==> config.mk <==
export PLATFORM = sky130hd
export DESIGN_NAME = set_score_ctrl_flat
export DESIGN_NICKNAME = d
export VERILOG_FILES = /design/src/rtl/set_score_if.sv /design/src/rtl/set_score_ctrl.sv /design/src/flat_wrapper.sv
export SDC_FILE = /design/constraint.sdc
export NUM_CORES = 1
export LEC_CHECK = 0
export CORE_MARGIN = 8
export CORE_UTILIZATION = 62
export CTS_CLUSTER_SIZE = 16
export DETAILED_ROUTE_END_ITERATION = 6
export PLACE_DENSITY = 0.77
export SYNTH_ARGS = -nofsm -noshare
export SYNTH_HDL_FRONTEND = slang
export SYNTH_SLANG_ARGS = --single-unit
==> constraint.sdc <==
create_clock -name clk -period 2.8 [get_ports clk]
set_clock_uncertainty 0.05 [all_clocks]
set_input_delay 0.42 -clock clk [delete_from_list [all_inputs] [get_ports clk]]
set_output_delay 0.42 -clock clk [all_outputs]
set_load 0.03 [all_outputs]
==> src/rtl/set_score_if.sv <==
// Handshake and button bundle between the board/game FSM side and the SET SCORE controller.
interface set_score_if;
    logic       start;
    logic       btn_up;
    logic       btn_down;
    logic       btn_ok;
    logic [4:0] score;
    logic       show;
    logic       done;

    modport master (
        output start, btn_up, btn_down, btn_ok,
        input  score, show, done
    );

    modport slave (
        input  start, btn_up, btn_down, btn_ok,
        output score, show, done
    );
endinterface

==> src/rtl/set_score_ctrl.sv <==
// SET SCORE menu controller: debounced up/down/ok buttons, saturating score with
// hold-to-repeat, and an IDLE/EDIT/DONE handshake with the game FSM.
module set_score_ctrl #(
    parameter int unsigned DEBOUNCE_CYC  = 1_000_000,
    parameter int unsigned REPEAT_DELAY  = 50_000_000,
    parameter int unsigned REPEAT_PERIOD = 10_000_000,
    parameter int unsigned MIN_SCORE     = 1,
    parameter int unsigned MAX_SCORE     = 21,
    parameter int unsigned DEFAULT_SCORE = 5
) (
    input  logic        clk,
    input  logic        rst_n,
    set_score_if.slave  bus
);

    localparam int unsigned DW      = $clog2(DEBOUNCE_CYC) + 1;
    localparam int unsigned RPT_MAX = (REPEAT_DELAY > REPEAT_PERIOD) ? REPEAT_DELAY
                                                                     : REPEAT_PERIOD;
    localparam int unsigned RW      = $clog2(RPT_MAX) + 1;

    localparam logic [DW-1:0] DB_LAST  = DW'(DEBOUNCE_CYC - 1);
    localparam logic [RW-1:0] DLY_LAST = RW'(REPEAT_DELAY - 1);
    localparam logic [RW-1:0] PER_LAST = RW'(REPEAT_PERIOD - 1);
    localparam logic [4:0]    SMIN     = 5'(MIN_SCORE);
    localparam logic [4:0]    SMAX     = 5'(MAX_SCORE);
    localparam logic [4:0]    SDEF     = 5'(DEFAULT_SCORE);

    typedef enum logic [1:0] {StIdle, StEdit, StDone} state_e;

    state_e state_q, state_d;

    // Bit order everywhere: [0] up, [1] down, [2] ok
    logic [2:0]    raw;
    logic [2:0]    sync1_q, sync2_q, db_q, db_prev_q, rise;
    logic [DW-1:0] db_cnt_q [3];

    logic [RW-1:0] rpt_q, rpt_d;
    logic          phase_q, phase_d;
    logic          step_up, step_dn;
    logic [4:0]    score_q, score_d;
    logic          show_q, show_d, done_q, done_d;

    assign raw  = {bus.btn_ok, bus.btn_down, bus.btn_up};
    assign rise = db_q & ~db_prev_q;

    always_ff @(posedge clk or negedge rst_n) begin
        if (!rst_n) begin
            sync1_q   <= '0;
            sync2_q   <= '0;
            db_q      <= '0;
            db_prev_q <= '0;
            for (int i = 0; i < 3; i++) db_cnt_q[i] <= '0;
        end else begin
            sync1_q   <= raw;
            sync2_q   <= sync1_q;
            db_prev_q <= db_q;
            for (int i = 0; i < 3; i++) begin
                if (sync2_q[i] == db_q[i]) begin
                    db_cnt_q[i] <= '0;
                end else if (db_cnt_q[i] == DB_LAST) begin
                    db_q[i]     <= sync2_q[i];
                    db_cnt_q[i] <= '0;
                end else begin
                    db_cnt_q[i] <= db_cnt_q[i] + 1'b1;
                end
            end
        end
    end

    // Repeat engine: phase 0 waits REPEAT_DELAY after the edge, phase 1 steps every period
    always_comb begin
        step_up = 1'b0;
        step_dn = 1'b0;
        rpt_d   = rpt_q;
        phase_d = phase_q;
        if (state_q != StEdit || db_q[0] == db_q[1]) begin
            rpt_d   = '0;
            phase_d = 1'b0;
        end else if (rise[0] || rise[1]) begin
            step_up = rise[0];
            step_dn = rise[1];
            rpt_d   = '0;
            phase_d = 1'b0;
        end else if (rpt_q == (phase_q ? PER_LAST : DLY_LAST)) begin
            step_up = db_q[0];
            step_dn = db_q[1];
            rpt_d   = '0;
            phase_d = 1'b1;
        end else begin
            rpt_d = rpt_q + 1'b1;
        end
    end

    always_comb begin
        score_d = score_q;
        if (step_up && score_q != SMAX) begin
            score_d = score_q + 1'b1;
        end else if (step_dn && score_q != SMIN) begin
            score_d = score_q - 1'b1;
        end
    end

    always_ff @(posedge clk or negedge rst_n) begin
        if (!rst_n) begin
            state_q <= StIdle;
            show_q  <= 1'b0;
            done_q  <= 1'b0;
            score_q <= SDEF;
            rpt_q   <= '0;
            phase_q <= 1'b0;
        end else begin
            state_q <= state_d;
            show_q  <= show_d;
            done_q  <= done_d;
            score_q <= score_d;
            rpt_q   <= rpt_d;
            phase_q <= phase_d;
        end
    end

    always_comb begin
        state_d = state_q;
        unique case (state_q)
            StIdle:  if (bus.start) state_d = StEdit;
            StEdit:  if (rise[2])   state_d = StDone;
            StDone:  state_d = StIdle;
            default: state_d = StIdle;
        endcase
    end

    always_comb begin
        show_d = (state_d == StEdit);
        done_d = (state_d == StDone);
    end

    assign bus.score = score_q;
    assign bus.show  = show_q;
    assign bus.done  = done_q;

endmodule

==> src/flat_wrapper.sv <==
// flat-port wrapper written by rule: the top's interface ports become plain ports
module set_score_ctrl_flat 
#(
    parameter int unsigned DEBOUNCE_CYC  = 1_000_000,
    parameter int unsigned REPEAT_DELAY  = 50_000_000,
    parameter int unsigned REPEAT_PERIOD = 10_000_000,
    parameter int unsigned MIN_SCORE     = 1,
    parameter int unsigned MAX_SCORE     = 21,
    parameter int unsigned DEFAULT_SCORE = 5
)
  (clk, rst_n, bus_start, bus_btn_up, bus_btn_down, bus_btn_ok, bus_score, bus_show, bus_done);
  set_score_if bus_i ();
  input  logic clk;
  input  logic rst_n;
  input wire logic [$bits(bus_i.start)-1:0] bus_start;
  input wire logic [$bits(bus_i.btn_up)-1:0] bus_btn_up;
  input wire logic [$bits(bus_i.btn_down)-1:0] bus_btn_down;
  input wire logic [$bits(bus_i.btn_ok)-1:0] bus_btn_ok;
  output wire logic [$bits(bus_i.score)-1:0] bus_score;
  output wire logic [$bits(bus_i.show)-1:0] bus_show;
  output wire logic [$bits(bus_i.done)-1:0] bus_done;
  assign bus_i.start = bus_start;
  assign bus_i.btn_up = bus_btn_up;
  assign bus_i.btn_down = bus_btn_down;
  assign bus_i.btn_ok = bus_btn_ok;
  assign bus_score = bus_i.score;
  assign bus_show = bus_i.show;
  assign bus_done = bus_i.done;
  set_score_ctrl #(.DEBOUNCE_CYC(DEBOUNCE_CYC), .REPEAT_DELAY(REPEAT_DELAY), .REPEAT_PERIOD(REPEAT_PERIOD), .MIN_SCORE(MIN_SCORE), .MAX_SCORE(MAX_SCORE), .DEFAULT_SCORE(DEFAULT_SCORE)) u_core (.clk(clk), .rst_n(rst_n), .bus(bus_i));
endmodule
==> flow_summary.yaml <==
placement:
  detailed_place_hpwl_mm: 6.657
  portBuffers: 12
  place_congestion: 0.8160
  place_inst: 644
grt:
  antenna_found_initial: 0
  overflow: 0
  grt_use_total: 0.1724
  grt_start_max_net_pins: 50
  grt_pass1_vias: 3665
  grt_pass1_wl_mm: 16.54
clock_network:
  ctsResizeCount: 0
  cts_setup_buffers: 0
  hold_buffers: 0
  clock_latency_ns: 0.37
  clk_pin_slew_ns: 0.11
  cts-root-buf: "clkbuf_8"
  htreeDepth: 3
  cts_buffer_depth: 2
  numClockSinks: 112
  cts_made_buffers: 9
  cts_tree: "built"
yosys:
  synth_top_area_frac: 0.5168
  synth_top_cell_by_area: "dfrtp_1"
  synth-seq-cells: 112
  synth_common_cells: "112 x nor2_1, 110 x dfrtp_1, 47 x xor2_1, 38 x nand3_1, 37 x nand2_1"
  async_flop_share: 1.000
  ys_warn_count: 0
  synthFlopType: "dfrtp_1"
  netlist_area_um2: 5326
  synth_area_per_cell_um2: 10.07
  synth.most_common_cell: "nor2_1"
  synth_enable_flop_cells: 0
  synth_cell_types: 46
  postSynthCellCount: 529
  yosysSeqAreaShare: 0.5267
  synth_area_leaders: "dfrtp_1 52%, nor2_1 7.9%, xor2_1 7.7%"
  synth_nets: 542
sta:
  min_period_ns: 2.233
  maxSlewViolCount: 0
  hold_viol: 10
  whs_ns: -0.002811
  setup_viol: 0
  post-route-period-util: 0.7977
  rsz0062_at_grt: "no"
  slew-limit-headroom: 0.5502
  setup_tns_ns: 0
  tightest_slew_ns: 0.6654
  max_freq_ghz: 0.4477
setup_path:
  path_max_fanout: 5
  crit_arrival_ns: 2.48
  end_kind: "flip-flop"
  crit_type: "flip-flop to flip-flop"
  start_kind: "flip-flop"
  required_ns: 3.05
floorplan:
  initial_core_util: 0.6260
  num_rows: 34
  die_x_um: 108.7
  die_y_um: 108.7
  fp.dieArea_um2: 11810
  coreArea_um2: 8508
  io_pins: 13
route:
  wl_mm: 9.336
  viasPerCell: 5.600
  postRouteAntennaNets: 0
  routedWlPerCell_um: 14.15
  route.detailed.drc: 0
  drt_iter0_markers: 215
  num_vias: 3696
  drtPass1Iterations: 4
run_status:
  violations: "hold timing"
  status: "finished, violations left"
power_and_ir_drop:
  vdd_drop_max_v: 0.0002596
  powerDensity_nw_per_um2: 459.9
  power.total_w: 0.002644
  p_leak_nw: 2.344
layout:
  multi_input_area_um2: 2431
  finalNetCount: 560
  instances_no_fill: 660
  num-fill-cells: 673
  regArea_um2: 2805
  drive_gt1_frac: 0.08333
  area_growth_pct: 7.940
  antenna_cells: 0
flow_run:
  cap_violations: 0
hold_path:
  hp-class: "input port to async pin"
==> final cells by class <==
| cell class | instances | area share |
|---|---|---|
| clock inverter | 7 | 0.01066 |
| inverter | 14 | 0.009140 |
| timing repair buffer | 15 | 0.02437 |
| clock buffer | 9 | 0.02155 |
| sequential | 112 | 0.4879 |
| tap | 108 | 0.02350 |
| multi-input combinational | 395 | 0.4229 |
==> sequential cells by signal (all words and copies together), names as in the netlist <==
signal            count
u_core.bus.show       1
u_core.phase_q        1
u_core.sync2_q        3
u_core.db_cnt_q      63
u_core.bus.score      5
u_core.rpt_q         27
u_core.bus.done       1
u_core.db_q           3
u_core.state_q        2
u_core.db_prev_q      3
u_core.sync1_q        3
==> report_power, final <==
part           internal [W]  switching, W
Clock              0.000345      0.000578
Combinational     0.0000212     0.0000551
Sequential          0.00163     0.0000139
==> path summary, 6_finish.rpt <==
path / startpoint / endpoint / slack (ns) / cells after the start
min in group clk: u_core.sync1_q[2]$_DFF_PN0_ / u_core.sync2_q[2]$_DFF_PN0_ / 0.31 / 0
hold reg to reg: u_core.sync1_q[2]$_DFF_PN0_ / u_core.sync2_q[2]$_DFF_PN0_ / 0.31 / 0
hold / removal: rst_n / u_core.db_cnt_q[54]$_DFF_PN0_ / -0.003 / 1
max in group asynchronous: rst_n / u_core.db_cnt_q[15]$_DFF_PN0_ / 1.90 / 2
setup / recovery: u_core.db_cnt_q[0]$_DFF_PN0_ / u_core.db_cnt_q[18]$_DFF_PN0_ / 0.57 / 6
setup reg to reg: u_core.db_cnt_q[0]$_DFF_PN0_ / u_core.db_cnt_q[18]$_DFF_PN0_ / 0.57 / 6
==> cells by family (layout without fill, tap and decap cells) <==
logic type,Yosys count,after routing,synth area share
simple gates,274,274,0.2549
xor+xnor,83,83,0.1365
buf+inv,22,45,0.01691
flops,112,112,0.5267
compound gates,28,28,0.04229
mux,3,3,0.006342
fa+ha+maj,7,7,0.01644
==> worst max-delay path: stages (launching register included) <==
cell	delay [ns]
dfrtp_1	0.43
ha_1	0.25
inv_1	0.06
or4_4	0.54
or3_4	0.36
or3_1	0.34
a21oi_2	0.13
==> cells in the final DEF, fill, tap and decap left out, drive strengths merged, types with 4 or more instances in the layout <==
| master | n |
|---|---|
| dfrtp | 110 |
| or2 | 4 |
| or3 | 10 |
| a21oi | 12 |
| nor4 | 7 |
| ha | 7 |
| nand3 | 41 |
| xor2 | 47 |
| nor3 | 12 |
| clkdlybuf4s50 | 11 |
| nand2 | 37 |
| buf | 4 |
| nand2b | 4 |
| nor2 | 112 |
| nand4 | 13 |
| o21ai | 6 |
| clkbuf | 9 |
| and3 | 15 |
| inv | 19 |
| xnor2 | 36 |
| or4 | 4 |
| nor2b | 5 |
==> through the flow <==
stage	cell area (um^2)	setup WS, ns	util	hold slack (ns)
5_1_grt	5749	0.3016	0.6757	0.02718
6_report	5749	0.5665	0.6757	-0.002811
3_5_place_dp	5564	0.5857	0.6540	0.2858
4_1_cts	5749	0.5542	0.6757	0.005276
2_1_floorplan	5326	0.7015	-	0.07441
3_3_place_gp	5564	0.6161	0.6540	0.2844
==> metal layers <==
layer  vias to the layer above  part of all wire  global-route usage
met3                        13             0.029             0.04078
met5                         -                 0                   0
li1                       1820                 -                   -
met1                      1825              0.46              0.2285
met4                         0             0.015             0.04692
met2                        38              0.49              0.2790
Note: power is estimated with default switching activity, not from simulation.
